`src/rtl/ualink_port_arbiter.sv`:
```
`default_nettype none
// ============================================================================
// Module : ualink_port_arbiter
// Brief  : Packet-granular round-robin arbiter merging NUM_PORTS AXI-Stream
//          slave ports onto one master port, with per-port packet counters.
// Rev    : 1.0  initial release
// ============================================================================
module ualink_port_arbiter #(
   parameter int C_M_AXIS_DATA_WIDTH  = 64,
   parameter int C_S_AXIS_DATA_WIDTH  = 64,
   parameter int C_M_AXIS_TUSER_WIDTH = 128,
   parameter int C_S_AXIS_TUSER_WIDTH = 128,
   parameter int NUM_PORTS            = 5
) (
   input  logic                                      axi_aclk,
   input  logic                                      axi_resetn,
   input  logic [NUM_PORTS*C_S_AXIS_DATA_WIDTH-1:0]  s_axis_tdata,
   input  logic [NUM_PORTS*C_S_AXIS_TUSER_WIDTH-1:0] s_axis_tuser,
   input  logic [NUM_PORTS*C_S_AXIS_DATA_WIDTH/8-1:0] s_axis_tstrb,
   input  logic [NUM_PORTS-1:0]                      s_axis_tvalid,
   output logic [NUM_PORTS-1:0]                      s_axis_tready,
   input  logic [NUM_PORTS-1:0]                      s_axis_tlast,
   output logic [C_M_AXIS_DATA_WIDTH-1:0]            m_axis_tdata,
   output logic [C_M_AXIS_TUSER_WIDTH-1:0]           m_axis_tuser,
   output logic [C_M_AXIS_DATA_WIDTH/8-1:0]          m_axis_tstrb,
   output logic                                      m_axis_tvalid,
   input  logic                                      m_axis_tready,
   output logic                                      m_axis_tlast,
   input  logic [NUM_PORTS-1:0]                      port_enable,
   output logic [2:0]                                cur_port,
   output logic                                      busy,
   input  logic [2:0]                                pkt_count_sel,
   output logic [31:0]                               pkt_count
);

   localparam int STRB_W = C_S_AXIS_DATA_WIDTH / 8;

   typedef enum logic [0:0] {
      ST_IDLE = 1'b0,
      ST_XFER = 1'b1
   } state_t;

   state_t              state_q;
   logic [2:0]          grant_q;
   logic [2:0]          last_grant_q;
   logic [31:0]         cnt_q [NUM_PORTS];

   logic [NUM_PORTS-1:0] w_cand;
   logic                 w_found;
   logic [2:0]           w_pick;
   int                   w_idx;
   logic                 w_done;

   // Round-robin search: first eligible port after the last winner, wrapping.
   always_comb begin
      w_cand  = s_axis_tvalid & port_enable;
      w_found = 1'b0;
      w_pick  = '0;
      w_idx   = 0;
      for (int k = 1; k <= NUM_PORTS; k++) begin
         w_idx = (int'(last_grant_q) + k) % NUM_PORTS;
         if (!w_found && w_cand[w_idx]) begin
            w_found = 1'b1;
            w_pick  = 3'(w_idx);
         end
      end
   end

   // Final beat of the granted packet: releases the grant and bumps its counter.
   assign w_done = (state_q == ST_XFER) && s_axis_tvalid[grant_q]
                   && m_axis_tready && s_axis_tlast[grant_q];

   // Zero-latency datapath: the granted slice passes straight through in XFER.
   always_comb begin
      m_axis_tvalid = 1'b0;
      m_axis_tlast  = 1'b0;
      m_axis_tdata  = '0;
      m_axis_tuser  = '0;
      m_axis_tstrb  = '0;
      s_axis_tready = '0;
      if (state_q == ST_XFER) begin
         m_axis_tvalid          = s_axis_tvalid[grant_q];
         m_axis_tlast           = s_axis_tlast[grant_q];
         m_axis_tdata           = s_axis_tdata[grant_q*C_S_AXIS_DATA_WIDTH +: C_S_AXIS_DATA_WIDTH];
         m_axis_tuser           = s_axis_tuser[grant_q*C_S_AXIS_TUSER_WIDTH +: C_S_AXIS_TUSER_WIDTH];
         m_axis_tstrb           = s_axis_tstrb[grant_q*STRB_W +: STRB_W];
         s_axis_tready[grant_q] = m_axis_tready;
      end
   end

   // Arbitration FSM; last_grant resets to the top port so port 0 wins first.
   always_ff @(posedge axi_aclk or negedge axi_resetn) begin
      if (!axi_resetn) begin
         state_q      <= ST_IDLE;
         grant_q      <= '0;
         last_grant_q <= 3'(NUM_PORTS - 1);
      end else begin
         case (state_q)
            ST_IDLE: begin
               if (w_found) begin
                  grant_q <= w_pick;
                  state_q <= ST_XFER;
               end
            end
            ST_XFER: begin
               if (w_done) begin
                  last_grant_q <= grant_q;
                  state_q      <= ST_IDLE;
               end
            end
            default: state_q <= ST_IDLE;
         endcase
      end
   end

   // Per-port completed-packet counters, free-running with natural wrap.
   always_ff @(posedge axi_aclk or negedge axi_resetn) begin
      if (!axi_resetn) begin
         for (int p = 0; p < NUM_PORTS; p++) cnt_q[p] <= '0;
      end else if (w_done) begin
         for (int p = 0; p < NUM_PORTS; p++) begin
            if (grant_q == 3'(p)) cnt_q[p] <= cnt_q[p] + 32'd1;
         end
      end
   end

   // Counter readback; selects beyond the populated ports read as zero.
   always_comb begin
      pkt_count = '0;
      if (int'(pkt_count_sel) < NUM_PORTS) pkt_count = cnt_q[pkt_count_sel];
   end

   assign cur_port = grant_q;
   assign busy     = (state_q == ST_XFER);

endmodule
`default_nettype wire

```
`config.mk`:
```
export PLATFORM = sky130hd
export DESIGN_NAME = ualink_port_arbiter
export DESIGN_NICKNAME = d
export VERILOG_FILES = /design/src/rtl/ualink_port_arbiter.sv
export SDC_FILE = /design/constraint.sdc
export NUM_CORES = 1
export LEC_CHECK = 0
export CAP_MARGIN = 5
export CORE_AREA = 5 5 483 485
export DETAILED_ROUTE_END_ITERATION = 8
export DIE_AREA = 0 0 488 490
export PLACE_DENSITY = 0.3
export SLEW_MARGIN = 10
export SYNTH_ARGS = -nofsm -noshare
export SYNTH_HDL_FRONTEND = slang
export SYNTH_SLANG_ARGS = --single-unit
```
`constraint.sdc`:
```
create_clock -name axi_aclk -period 4.95 [get_ports axi_aclk]
set_input_delay 0.495 -clock axi_aclk [delete_from_list [all_inputs] [get_ports axi_aclk]]
set_output_delay 0.495 -clock axi_aclk [all_outputs]
set_load 0.01 [all_outputs]
```
Word-level counts from Yosys, hierarchy flattened
Index checks and enable logic that the tools add are counted.
{"block": "word_totals", "out_inout_bits": 243, "elab_cells": 107, "input_bits": 1021, "ff_bits": 167}
{"block": "op_classes", "eq_ne": 4, "mux": 44, "reduce_logical": 20, "n_addsub": 10, "order_cmp": 9, "bitwise_logic": 4, "n_div": 5, "n_shift": 3}
{"op": "$shiftx 640x11->128", "n": 1}
{"op": "$shiftx 320x10->64", "n": 1}
{"op": "$add 32x1->32 const B", "n": 5}
{"op": "$lt 32x5->1 const B", "n": 5}
{"op": "$mod 32x4->32 const B", "n": 5}
{"op": "$mux 128", "n": 1}
{"op": "$bmux 32 s3", "n": 1}
{"op": "$mux 32", "n": 3}
{"op": "$mux 64", "n": 1}
{"op": "$shiftx 40x7->8", "n": 1}
{"op": "$mux 1", "n": 22}
{"op": "$bmux 1 s3", "n": 7}
{"op": "$mux 3", "n": 5}
{"op": "$reduce_and 2->1", "n": 7}
{"op": "$and 5x5->5", "n": 2}
{"op": "$add 3x2->4 const B", "n": 2}
{"op": "$add 3x3->4 const B", "n": 2}
{"op": "$logic_and 1x1->1", "n": 8}
{"op": "$mux 8", "n": 1}
{"op": "$eq 3x2->1 const B", "n": 2}
{"op": "$mux 5", "n": 1}
{"op": "$add 3x1->4 const B", "n": 1}
{"op": "$ge 4x4->1 const B", "n": 1}
{"op": "$logic_not 1->1", "n": 4}
{"op": "10 further kinds", "n": 10}

Longest topological paths before layout
{"block": "logic_depth", "depth_word": 20, "ltp_mapped": 18, "depth_no_buf": 17}

Worst setup path after synthesis
No wires, ideal clock.
{"block": "synth_timing", "path_kind": "register to register", "from": "register last_grant_q[0]", "to": "register grant_q[2] (netlist: cur_port[2])", "setup_ns": 0.120, "path_slack_ns": 0.865, "arrival_time_ns": 3.964, "n_path_buf": 2, "path_stages_with_launch": 17, "t_required_ns": 4.830, "synth_period_minus_slack_ns": 4.085, "path_cell_list": "dfrtp_1 > buf_2 > clkinv_1 > ha_1 > clkbuf_1 > clkinv_1 > ha_1 > inv_1 > ha_1 > o311ai_0 > o21ai_0 > o311ai_0 > nand4_1 > o21a_1 > a41oi_2 > nor2_1 > a41o_1"}
{"block": "synth_between", "elab_chain_cells": 19, "elab_cells_between_ends": 44, "classes_between": "add/sub: 5; div: 5; mux: 25; reduce/logical: 9"}
{"element": "start, declared", "line": "45", "source": "logic [2:0] last_grant_q;"}
{"element": "start signal, assigned", "line": "96", "source": "last_grant_q <= 3'(NUM_PORTS - 1);"}
{"element": "start signal, assigned", "line": "107", "source": "last_grant_q <= grant_q;"}
{"element": "$add 3x1->4", "line": "61", "source": "w_idx = (int'(last_grant_q) + k) % NUM_PORTS;"}
{"element": "$mod 32x4->32", "line": "61"}
{"element": "$bmux 1 s3", "line": "62", "source": "if (!w_found && w_cand[w_idx]) begin"}
{"element": "$mux 1 (implied by the code) (2 in series)", "line": "62"}
{"element": "$mux 1", "line": "62"}
{"element": "$logic_not 1->1", "line": "62"}
{"element": "$logic_and 1x1->1", "line": "62"}
{"element": "$mux 1", "line": "62"}
{"element": "[2 not listed]"}
{"element": "$mux 1", "line": "62"}
{"element": "$logic_not 1->1", "line": "62"}
{"element": "$logic_and 1x1->1", "line": "62"}
{"element": "$mux 1", "line": "62"}
{"element": "$logic_not 1->1", "line": "62"}
{"element": "$logic_and 1x1->1", "line": "62"}
{"element": "$mux 1", "line": "62"}
{"element": "$reduce_and 2->1 (no line)"}
{"element": "end signal, assigned", "line": "101", "source": "grant_q <= w_pick;"}
{"element": "end, declared", "line": "44", "source": "logic [2:0] grant_q;"}
Parallel ways exist; a longest one is shown, timed or not. The select of a mux whose other input is x is not followed.
A chain may end at the register's enable or synchronous reset.

Worst setup path in the final report
{"block": "layout_timing", "from": "register last_grant_q[1]", "to": "register grant_q[2] (netlist: cur_port[2])"}
The elaborated chain is that of the path after synthesis.

==> summary.md <==
| Metric | Value |
|---|---|
| Clock buffer depth | `2` |
| Vias in the first global route | `23111` |
| Maximum number of pins on one net before global-route repair | `132` |
| H-tree depth reported by CTS | `4` |
| Share of the clock period used by the worst path after layout | `89.5%` |
| Buffer cell driving the clock tree root | `clkbuf_16` |
| PostCTS Resize Cnt | `0` |
| Hold-fix buffer count after cts | `0` |
| Post-synth cell types | `77` |
| Vias per cell | `3.71` |
| Setup Fix Bufs, Post-CTS | `0` |
| Count of flip-flops with a built-in enable after synthesis | `0` |
| Post-Syn Instances | `1799` |
| Total power of the final layout | `15500 uW` |
| Leak pwr | `0.0128 uW` |
| Antenna violations before repair | `370` |
| Total met2 wirelength after detailed routing | `147000 um` |
| Area enclosed by the die boundary | `239000 sq um` |
| Final routed wirelength across all metal layers | `261000 um` |
| Final setup vio count | `0` |
| Aggregate global routing overflow | `0` |
| Clock-pin slew on the worst setup and hold paths | `0.07 ns` |
| Nets | `4021` |
| Status | `finished, final reports clean` |
| Initial core utilization | `7.89%` |
| Std-Cell Core Area | `229000 sq um` |
| Global router's overall resource usage | `21.0%` |
| Metal-1 WL | `80100 um` |
| Reg-to-reg slack, setup | `0.52 ns` |
| R2R cell count | `14` |
| Worst Max-Slew Pin Slew | `1.09 ns` |
| Final max-slew violation count | `0` |
| Final critical-path required period | `4.43 ns` |
| Number of clock buffers inserted by TritonCTS | `17` |
| Leading register cell type out of synthesis | `dfrtp_1` |
| Number of DRC markers in iteration 0 | `1541` |
| Setup Total Neg Slack | `0 ns` |
| Worst flop-to-flop path startpoint | `last_grant_q[1]$_DFFE_PN0P_` |
| Type of destination of the critical path | `flop` |
| Routability congestion estimate from global placement | `0.914` |
| Top Ports | `1264` |
| Peak fanout along the critical path | `12` |
| Endpoint of the worst register-to-register path | `cur_port[2]$_DFFE_PN0P_` |
| Fmax achieved | `0.226 GHz` |
| Mapped Avg Cell Area | `10.0 sq um` |
| IO Port Bufs | `1263` |
| Sequential area share after synthesis | `23.2%` |
| Type of the worst setup path | `reg2reg` |
| TritonRoute pass-1 iters | `5` |
| Final non-filler cell total | `6114` |
| Count of synthesis-stage warnings from yosys | `0` |
| Area growth syn-to-layout | `94.8%` |
| Layout Skew | `0.0104 ns` |
| Final Hold Viols | `0` |
| Count of state elements after synthesis | `167` |
| Chip width | `488 um` |
| Synthesized Nets | `2849` |
| Signal arrival time at the worst endpoint | `4.76 ns` |
| Post-route ant nets | `0` |
| Setup repair after global routing missed its margin | `no` |
| Max-capacitance violation count | `0` |
| Met3 wire len | `19700 um` |
| Worst slew margin relative to its limit | `27.6%` |
| Fraction of layout instances using a drive strength above 1 | `12.5%` |
| Global-route wire length before repair | `312000 um` |
| Hold crit path type | `in2async` |
| Highest routed layer | `met5` |
| Total power per unit cell area | `441 nW/um^2` |
| Clock tree sinks | `167` |
| Num rows | `176` |
| Vias after detailed routing | `22655` |
| Source-to-sink clock delay at the later pin of the worst-skew pair | `0.44 ns` |
| Leading cell type in the layout, fill and taps excluded | `clkdlybuf4s50_1` |
| Clock tree from TritonCTS | `built` |
| DR WL/cell | `42.8 um` |
| Proportion of register bits with asynchronous set or reset after synthesis | `100%` |
| Detailed placer's ending HPWL | `237000 um` |
| WP data required | `5.27 ns` |
| Nature of the critical path startpoint | `flop` |
| Worst ir drop on vdd | `0.268 mV` |
| Most frequent cells in the layout | `1207 x clkdlybuf4s50_1, 208 x nor2b_1, 203 x mux4_2` |
| Summed instance area of the synthesized netlist | `18000 sq um` |
| Overall die height | `490 um` |
| Remaining routing DRC violations | `0` |
| Number of placed instances, taps included | `5978` |
==> worst max-delay path, stage by stage, from the launching register on <==
cell and delay [ns]:
dfrtp_1 0.55, inv_2 0.21, ha_1 0.35, clkinv_1 0.30
ha_1 0.33, inv_1 0.06, ha_1 0.24, o311ai_0 0.79
o21ai_0 0.20, o311ai_0 0.15, nand4_1 0.27, o21a_1 0.28
a41oi_2 0.32, nor2_1 0.07, a41o_1 0.20
==> sequential cells by signal (all words and copies together) (netlist names) <==
signal	count
cnt_q	160
last_grant_q	3
cur_port	3
busy	1
==> logic make-up after synthesis <==
kind of cell	Yosys count	synth area share, %
simple gates	609	18.5
compound gates	362	14.3
mux	282	29.9
buf+inv	184	3.92
flops	167	23.2
xor+xnor	166	8.16
fa+ha+maj	29	2.01
==> layer usage <==
metal	vias to the layer above	global-route usage (%)
li1	9357	-
met1	11154	19.0
met2	1452	42.5
met3	634	6.30
met4	58	8.63
met5	-	0
==> cell usage after synthesis (6+ instances only) <==
| master | number | share of area, % |
|---|---|---|
| inv_1 | 26 | 0.54 |
| xor2_1 | 49 | 2.4 |
| nor3_1 | 12 | 0.33 |
| a21oi_1 | 44 | 1.2 |
| mux4_2 | 203 | 25 |
| nand3_1 | 58 | 1.6 |
| o21ai_0 | 18 | 0.50 |
| nand4_1 | 33 | 1.1 |
| mux2_2 | 9 | 0.56 |
| and4_1 | 12 | 0.58 |
| nor2b_1 | 209 | 7.2 |
| and2_1 | 10 | 0.35 |
| ha_1 | 29 | 2.0 |
| and3_1 | 34 | 1.2 |
| o21a_1 | 6 | 0.25 |
| buf_2 | 8 | 0.22 |
| buf_1 | 54 | 1.1 |
| a22oi_1 | 202 | 8.4 |
| mux2i_1 | 69 | 3.8 |
| clkbuf_1 | 89 | 1.9 |
| xnor2_1 | 116 | 5.6 |
| a31oi_1 | 9 | 0.31 |
| dfrtp_1 | 166 | 23 |
| nor4_1 | 6 | 0.21 |
| or3_1 | 6 | 0.21 |
| o22ai_1 | 35 | 1.2 |
| nand2_1 | 96 | 2.0 |
| nor2_1 | 100 | 2.1 |
==> stage by stage <==
stage | hold slack [ns] | setup WS (ns) | utilization (%) | cell area [sq um]
floorplan | 0.199 | 0.865 | - | 18000
global placement | 0.458 | 0.615 | 15.0 | 34300
detailed placement | 0.463 | 0.612 | 15.0 | 34300
CTS | 0.271 | 0.570 | 15.3 | 34900
global route | 0.319 | 0.137 | 15.3 | 35100
finish | 0.220 | 0.518 | 15.4 | 35200
==> report_power, final <==
part,total [uW],internal (uW),leakage [uW],switching [uW]
registers,1680,1440,0.00227,241
clock network,1370,768,0.000278,597
logic,12500,5530,0.0102,6930
==> area by class of cell <==
type	count	area, sq um
Tap cell	3026	3790
Clock buffer	20	457
Sequential cell	167	4190
Clock inverter	12	128
Inverter	31	124
Multi-Input combinational cell	1448	13200
Antenna cell	104	260
Timing Repair Buffer	1306	13000
Fill cell	25867	194000
==> how the worst max path moves through the flow <==
stage,from,end,cells past startpoint
2_1_floorplan,last_grant_q[0]$_DFFE_PN0P_,cur_port[2]$_DFFE_PN0P_,16
3_3_place_gp,last_grant_q[1]$_DFFE_PN0P_,cur_port[2]$_DFFE_PN0P_,16
3_5_place_dp,last_grant_q[1]$_DFFE_PN0P_,cur_port[2]$_DFFE_PN0P_,14
4_1_cts,last_grant_q[1]$_DFFE_PN0P_,cur_port[2]$_DFFE_PN0P_,14
5_1_grt,last_grant_q[1]$_DFFE_PN0P_,cur_port[2]$_DFFE_PN0P_,14
6_report,last_grant_q[1]$_DFFE_PN0P_,cur_port[2]$_DFFE_PN0P_,14
(Power assumes the default switching activity.)
